File: config.mk
export PLATFORM = sky130hd
export DESIGN_NAME = reset_sequencer
export DESIGN_NICKNAME = d
export VERILOG_FILES = /design/src/rtl/reset_sequencer.sv
export SDC_FILE = /design/constraint.sdc
export NUM_CORES = 1
export LEC_CHECK = 0
export CORE_MARGIN = 2
export CORE_UTILIZATION = 37
export CTS_CLUSTER_SIZE = 40
export DETAILED_ROUTE_END_ITERATION = 12
export PLACE_DENSITY = 0.67
export REMOVE_ABC_BUFFERS = 1
export SLEW_MARGIN = 5
export SYNTH_ARGS = -nofsm -noshare
export SYNTH_HDL_FRONTEND = slang
export SYNTH_SLANG_ARGS = --single-unit
File: constraint.sdc
create_clock -name clk -period 4.7 [get_ports clk]
set_input_delay 0.705 -clock clk [delete_from_list [all_inputs] [get_ports clk]]
set_output_delay 0.705 -clock clk [all_outputs]
set_load 0.03 [all_outputs]
File: src/rtl/reset_sequencer.sv
// Staged reset release (core -> tx -> rx, STAGE_CYCLES apart) once the PLL is locked and the button is idle.
// All outputs registered; no handshake: lock loss or a debounced button press re-enters the sequence on the next edge.
module reset_sequencer #(
  parameter int DEBOUNCE_CYCLES = 1000,
  parameter int STAGE_CYCLES    = 16,
  parameter bit BTN_ACTIVE_LOW  = 1'b1
) (
  input  logic       clk,
  input  logic       async_reset,
  input  logic       pll_locked,
  input  logic       btn_reset,
  output logic       rst_core,
  output logic       rst_tx,
  output logic       rst_rx,
  output logic       reset_done,
  output logic [7:0] reset_events
);

  localparam int SW = (STAGE_CYCLES > 1) ? $clog2(STAGE_CYCLES) : 1;
  localparam int DW = (DEBOUNCE_CYCLES > 1) ? $clog2(DEBOUNCE_CYCLES) : 1;
  localparam logic [SW-1:0] STAGE_LAST = SW'(STAGE_CYCLES - 1);
  localparam logic [DW-1:0] DB_LAST    = DW'(DEBOUNCE_CYCLES - 1);

  typedef enum logic [2:0] {
    WAIT_LOCK,
    HOLD_ALL,
    REL_CORE,
    REL_TX,
    RUN
  } state_t;

  state_t          state;
  logic [SW-1:0]   stage_cnt;
  logic [DW-1:0]   db_cnt;
  logic            lock_meta, lock_s;
  logic            btn_meta, btn_sync;
  logic            btn_pressed_s;
  logic            btn_db;
  logic            abort;

  always_ff @(posedge clk or posedge async_reset) begin
    if (async_reset) begin
      lock_meta <= 1'b0;
      lock_s    <= 1'b0;
      btn_meta  <= 1'b0;
      btn_sync  <= 1'b0;
    end else begin
      lock_meta <= pll_locked;
      lock_s    <= lock_meta;
      btn_meta  <= btn_reset;
      btn_sync  <= btn_meta;
    end
  end

  assign btn_pressed_s = BTN_ACTIVE_LOW ? ~btn_sync : btn_sync;

  // btn_db only follows the synchronised level after DEBOUNCE_CYCLES consecutive disagreeing cycles.
  always_ff @(posedge clk or posedge async_reset) begin
    if (async_reset) begin
      btn_db <= 1'b0;
      db_cnt <= '0;
    end else if (btn_pressed_s != btn_db) begin
      if (db_cnt == DB_LAST) begin
        btn_db <= btn_pressed_s;
        db_cnt <= '0;
      end else begin
        db_cnt <= db_cnt + DW'(1);
      end
    end else begin
      db_cnt <= '0;
    end
  end

  assign abort = ~lock_s | btn_db;

  always_ff @(posedge clk or posedge async_reset) begin
    if (async_reset) begin
      state        <= WAIT_LOCK;
      stage_cnt    <= '0;
      rst_core     <= 1'b1;
      rst_tx       <= 1'b1;
      rst_rx       <= 1'b1;
      reset_done   <= 1'b0;
      reset_events <= 8'd0;
    end else if (abort && state != WAIT_LOCK) begin
      // Abort wins over any stage transition due on the same edge.
      state      <= WAIT_LOCK;
      stage_cnt  <= '0;
      rst_core   <= 1'b1;
      rst_tx     <= 1'b1;
      rst_rx     <= 1'b1;
      reset_done <= 1'b0;
      if (state == RUN && reset_events != 8'hFF) begin
        reset_events <= reset_events + 8'd1;
      end
    end else begin
      case (state)
        WAIT_LOCK: begin
          rst_core   <= 1'b1;
          rst_tx     <= 1'b1;
          rst_rx     <= 1'b1;
          reset_done <= 1'b0;
          stage_cnt  <= '0;
          if (!abort) begin
            state <= HOLD_ALL;
          end
        end
        HOLD_ALL: begin
          if (stage_cnt == STAGE_LAST) begin
            stage_cnt <= '0;
            rst_core  <= 1'b0;
            state     <= REL_CORE;
          end else begin
            stage_cnt <= stage_cnt + SW'(1);
          end
        end
        REL_CORE: begin
          if (stage_cnt == STAGE_LAST) begin
            stage_cnt <= '0;
            rst_tx    <= 1'b0;
            state     <= REL_TX;
          end else begin
            stage_cnt <= stage_cnt + SW'(1);
          end
        end
        REL_TX: begin
          if (stage_cnt == STAGE_LAST) begin
            stage_cnt  <= '0;
            rst_rx     <= 1'b0;
            reset_done <= 1'b1;
            state      <= RUN;
          end else begin
            stage_cnt <= stage_cnt + SW'(1);
          end
        end
        RUN: begin
        end
        default: begin
          state <= WAIT_LOCK;
        end
      endcase
    end
  end

endmodule

# Yosys cells after proc, flatten, opt, wreduce, memory -nomap -nowiden

Cells that the tools add are included.

Output and inout bits: 12
Word-level logic and storage cells: 68
Input port bits: 4
Register bits: 34

Mux-type cells: 21
Bitwise operators: 3
Reductions and logical operators: 15
Add/subtract/negate cells: 3
Equal/unequal tests: 13

Operators with widths:

| cell                  | number |
|---|---|
| $mux 10               | 2 |
| $mux 3                | 5 |
| $pmux 3 s5            | 1 |
| $reduce_bool 3->1     | 5 |
| $ne 3x3->1 const B    | 4 |
| $add 10x1->10 const B | 1 |
| $eq 10x10->1 const B  | 1 |
| $reduce_and 2->1      | 5 |
| $add 8x1->8 const B   | 1 |
| $mux 4                | 2 |
| $ne 8x8->1 const B    | 1 |
| $pmux 1 s2            | 4 |
| $pmux 4 s2            | 1 |
| $eq 3x2->1 const B    | 2 |
| $mux 1                | 6 |
| $reduce_and 5->1      | 1 |
| $add 4x1->4 const B   | 1 |
| $eq 4x4->1 const B    | 1 |
| $eq 3x1->1 const B    | 1 |
| $eq 3x3->1 const B    | 1 |
| $logic_not 3->1       | 1 |
| $reduce_or 3->1       | 1 |
| $logic_and 1x1->1     | 2 |
| $ne 2x2->1 const B    | 1 |
| 3 further kinds       | 4 |

# Depth between registers and ports, before layout

Depth in word-level cells: 5
Mapped depth: 5
Mapped depth without buffers: 5

# Worst setup path before layout

Ideal clock, no wire load.

Kind: reg-to-reg
Start point: reg state[1]
End point: reg reset_events[6]
Slack: 2.973 ns
Setup time: 0.080 ns
Data required time: 4.620 ns
Clock period less this slack: 1.727 ns
Buffers on the path: 1
Arrival time: 1.646 ns
Stages on the path, launching flop included: 6
Cells stage by stage: dfrtp_1 > buf_6 > or3b_4 > or3_4 > nor4_2 > xor2_1

Longest elaborated chain between the ends: 3
Elaborated cells between the ends (all ways): 5
Those cells by class: eq/ne (1); reduce/logical (4)

Ends and longest elaborated chain:

| element                                                | line   | source |
|---|---|---|
| start, declared                                        | 32     | `state_t state;` |
| start signal, assigned                                 | 78     | `state <= WAIT_LOCK;` |
| start signal, assigned                                 | 87     | `state <= WAIT_LOCK;` |
| start signal, assigned                                 | 105    | `state <= HOLD_ALL;` |
| $eq 3x3->1 / $reduce_bool 3->1 (equally long branches) | 93, 85 |  |
| $logic_and 1x1->1, on equally long branches            | 93, 85 |  |
| $reduce_and 2->1 (no line) (*)                         | n/a    |  |
| end signal, assigned                                   | 94     | `reset_events <= reset_events + 8'd1;` |
| end, declared                                          | 16     | `output logic [7:0] reset_events` |

Every way passes the cells marked *; elsewhere a longest branch is shown, timed or not.
A chain may end at the register's enable or synchronous reset.

# Final worst setup path

Start point: reg rst_rx
End point: out rst_rx

RTL lines:

| element                | line | source |
|---|---|---|
| start, declared        | 14   | `output logic rst_rx,` |
| start signal, assigned | 82   | `rst_rx <= 1'b1;` |
| start signal, assigned | 91   | `rst_rx <= 1'b1;` |
| start signal, assigned | 101  | `rst_rx <= 1'b1;` |

No word-level cell between the ends.

==> tab_implementation.tex <==
\begin{tabular}{lr}
\hline
Metric & Value \\
\hline
\multicolumn{2}{l}{\textbf{Run status}} \\
\quad Status & complete, no violations \\
\multicolumn{2}{l}{\textbf{GRT}} \\
\quad Via count of the first global-routing pass & 1159 \\
\quad First-pass GRT wire length & 5.22 mm \\
\quad Overflow after GRT & 0 \\
\quad Initial antenna violation count & 0 \\
\quad GRT Overall Usage & 13.7\% \\
\quad Pin count of the biggest net entering global routing & 35 \\
\multicolumn{2}{l}{\textbf{Route}} \\
\quad Wire length after detailed routing & 3.00 mm \\
\quad Remaining number of nets flagged by the antenna check after routing & 0 \\
\quad Detailed-router iteration count before antenna repair & 4 \\
\quad Detail-routed net length per standard cell & 13.1 um \\
\quad Via total after detailed routing & 1213 \\
\quad Detailed-route DRC error count & 0 \\
\quad Vias/cell & 5.32 \\
\quad DR iter-0 viols & 96 \\
\multicolumn{2}{l}{\textbf{Cells and area}} \\
\quad Fill count & 370 \\
\quad Register area & 855 um2 \\
\quad Area delta synth->final & 18.2\% \\
\quad Total area of multi-input combinational cells & 677 um2 \\
\quad Diode insertion count for antenna repair & 0 \\
\quad Post-layout nets & 184 \\
\quad Share of final-layout standard cells stronger than drive strength 1 & 10.1\% \\
\multicolumn{2}{l}{\textbf{Synth}} \\
\quad Most common library cells after synthesis & dfrtp\_1, nor2\_1, nand2\_1 \\
\quad Biggest area consumer among synthesized cells & dfrtp\_1 \\
\quad FFs w/ async S/R, synth & 100\% \\
\quad Combinational family with the most area after synthesis & simple AND/OR/NAND/NOR gates \\
\quad Count of unique library cells instantiated by Yosys & 35 \\
\quad Synthesized instance count & 158 \\
\quad Post-synthesis compound-gate area fraction & 9.79\% \\
\quad Number of register bits inferred by synthesis & 34 \\
\quad Warning count from the yosys run & 0 \\
\quad Most common cell in the netlist & dfrtp\_1 \\
\quad Xor and xnor area share after synthesis & 6.08\% \\
\quad Syn Std Cell Area & 1580 um2 \\
\quad Largest cells by area after synthesis & dfrtp\_1, dfstp\_2, nor2\_1 \\
\quad Top\_reg\_cell synth & dfrtp\_1 \\
\quad Simple-Gate Fraction of Synth Area & 23.1\% \\
\quad Avg Cell Area, Syn & 10.0 um2 \\
\quad Count of flip-flops with a built-in enable after synthesis & 0 \\
\quad Proportion of synthesized area in mux cells & 1.42\% \\
\quad Sequential-to-total area share from yosys stat & 53.9\% \\
\quad Post-synthesis share of cell area spent on full adders, half adders and majority gates & 2.37\% \\
\quad Portion of synthesized cell area occupied by the leading cell type & 49.0\% \\
\multicolumn{2}{l}{\textbf{Timing}} \\
\quad Number of failing hold endpoints at the final stage & 0 \\
\quad Maximum operating frequency & 457 MHz \\
\quad Final setup fails & 0 \\
\quad Crit share post-route & 46.5\% \\
\quad Worst max-slew margin expressed relative to the limit & 67.7\% \\
\quad Max-slew violation total from the final report & 0 \\
\quad Fin Clk Skew & 0.00553 ns \\
\quad Worst Slack Setup Final & 2.51 ns \\
\quad Unrepaired setup endpoints after global routing & false \\
\quad Time the final worst path needs with I/O delays and setup & 2.19 ns \\
\quad TNS Setup & 0 ns \\
\quad Worst Hold Margin & 0.354 ns \\
\quad Transition time of the tightest slew-check pin & 0.484 ns \\
\multicolumn{2}{l}{\textbf{Die}} \\
\quad Die Span X & 69.4 um \\
\quad Placeable core region & 4060 um2 \\
\quad Top Ports & 16 \\
\quad Area of the die & 4820 um2 \\
\quad Die Y & 69.4 um \\
\quad Effective utilization at floorplan & 39.0\% \\
\quad Row count & 23 \\
\multicolumn{2}{l}{\textbf{Setup path}} \\
\quad Cell-by-cell listing of the critical path & clkdlybuf4s50\_1 \\
\quad Endpoint type of the worst setup path & primary output \\
\quad Slack of the worst reg-to-reg path & 2.68 ns \\
\quad Crit-path max FO & 3 \\
\quad Cell family with most CP delay & buffers and inverters \\
\quad Crit path arrival time & 1.48 ns \\
\quad Number of buffers and inverters on the critical path & 1 \\
\quad Worst setup path class & reg2out \\
\quad Logic depth of the worst register-to-register path & 4 \\
\quad Worst Setup SP & rst\_rx\$\_DFFE\_PP1P\_ \\
\quad Reg-to-reg critical path startpoint & state[2]\$\_DFFE\_PP0P\_ \\
\quad Last element of the critical path & rst\_rx \\
\quad Reg-to-Reg End & reset\_events[3]\$\_DFFE\_PP0P\_ \\
\quad Crit-path slowest cell & clkdlybuf4s50\_1 \\
\quad Startpoint Class & flip-flop \\
\quad Worst EP required & 3.99 ns \\
\quad Count of cell instances traversed by the critical path & 1 \\
\quad Crit path largest cell delay & 0.66 ns \\
\multicolumn{2}{l}{\textbf{Clocking}} \\
\quad Number of post-CTS setup repair buffers & 0 \\
\quad Resized Gates After CTS & 0 \\
\quad Bufs on Longest Clock Path & 2 \\
\quad Total number of clock tree sinks & 34 \\
\quad Number of levels in the clock H-tree & 2 \\
\quad CTS buffer count & 5 \\
\quad Cell at the root of the clock tree & clkbuf\_8 \\
\quad Number of hold-repair buffers added at the cts stage & 0 \\
\quad CTS tree & yes \\
\quad Clock-pin transition on the worst setup and hold timing paths & 0.07 ns \\
\quad Worst-skew pair later-pin latency & 0.29 ns \\
\multicolumn{2}{l}{\textbf{Power and ir drop}} \\
\quad Register share of total power & 55.2\% \\
\quad Worst vdd rail ir drop & 0.169 mV \\
\quad Net switching share of the total power & 22.8\% \\
\quad Switching power & 125 uW \\
\quad Int Power & 423 uW \\
\quad Power per standard cell area & 293 nW/um2 \\
\quad Static power due to leakage & 0.000772 uW \\
\quad Part of the total power dissipated in the clock network & 40.9\% \\
\quad Proportion of power drawn by combinational gates & 3.9\% \\
\multicolumn{2}{l}{\textbf{Placement}} \\
\quad Minimum setup slack after placement & 2.72 ns \\
\quad Routability congestion estimate & 0.749 \\
\quad Post-detail-place hpwl & 2.11 mm \\
\quad Port Buf Inserts & 15 \\
\multicolumn{2}{l}{\textbf{Flow run}} \\
\quad \# Max-Cap Violations & 0 \\
\multicolumn{2}{l}{\textbf{Hold path}} \\
\quad Worst min-delay path class & reg2reg \\
\quad Hold path depth & 0 \\
\hline
\end{tabular}
-- per-layer routing --
layer	vias up	part of all wire, %	track usage (%)
met5	-	0	0
met4	0	1.7	6.54
li1	595	-	-
met3	6	4.0	5.67
met2	24	47	20.4
met1	588	48	17.3
-- cell type report --
cell class	instances	share of cell area [%]
tap	50	3.34
inverter	7	1.40
multi-input combinational	113	36.1
timing repair buffer	16	8.42
sequential	34	45.6
clock buffer	6	4.41
clock inverter	2	0.668
-- how the worst min path moves through the flow --
stage | from | endpoint | slack (ns)
floorplan | btn_meta$_DFF_PP0_ | btn_sync$_DFF_PP0_ | 0.33
global placement | lock_meta$_DFF_PP0_ | lock_s$_DFF_PP0_ | 0.33
detailed placement | btn_meta$_DFF_PP0_ | btn_sync$_DFF_PP0_ | 0.34
CTS | btn_meta$_DFF_PP0_ | btn_sync$_DFF_PP0_ | 0.36
global route | btn_meta$_DFF_PP0_ | btn_sync$_DFF_PP0_ | 0.37
finish | btn_meta$_DFF_PP0_ | btn_sync$_DFF_PP0_ | 0.35
-- state kept, by name (all words and copies together) (netlist names) --
register	count
db_cnt	10
rst_tx	1
stage_cnt	4
rst_rx	1
btn_sync	1
lock_meta	1
state	3
rst_core	1
btn_meta	1
lock_s	1
reset_done	1
reset_events	8
btn_db	1
-- power by group through the flow --
stage / clock network (uW) / logic [uW] / registers (uW)
2_1_floorplan: 0 / 14.7 / 307
3_5_place_dp: 0 / 22.3 / 308
5_1_grt: 249 / 25.2 / 303
4_1_cts: 232 / 22.3 / 302
6_report: 224 / 21.6 / 302
3_3_place_gp: 0 / 21.3 / 307
-- placed cells by master (no fill, tap or decap), types with 6 or more instances in the layout --
cell | Yosys | routed
a21oi_1 | 10 | 10
inv_1 | 7 | 7
clkdlybuf4s50_1 | 0 | 15
xnor2_1 | 6 | 6
clkbuf_8 | 0 | 6
nor2_1 | 20 | 20
nand3_1 | 10 | 10
dfrtp_1 | 31 | 31
nand2_1 | 15 | 15
-- stage by stage --
step	area, um2	util (%)	total power [uW]	cells
2_1_floorplan	1560	-	321	154
3_3_place_gp	1780	43.8	329	220
3_5_place_dp	1780	43.8	330	220
4_1_cts	1870	46.2	556	228
5_1_grt	1870	46.2	578	228
6_report	1870	46.2	548	228
-- kinds of logic after synthesis --
kind of cell             after synthesis
flip-flops                            34
multiplexers                           2
adder cells (fa/ha/maj)                3
buffers and inverters                 11
AND/OR/NAND/NOR                       71
XOR/XNOR                              11
AO/OA/AOI/OAI                         26
Power figures use the tool's default switching activity.
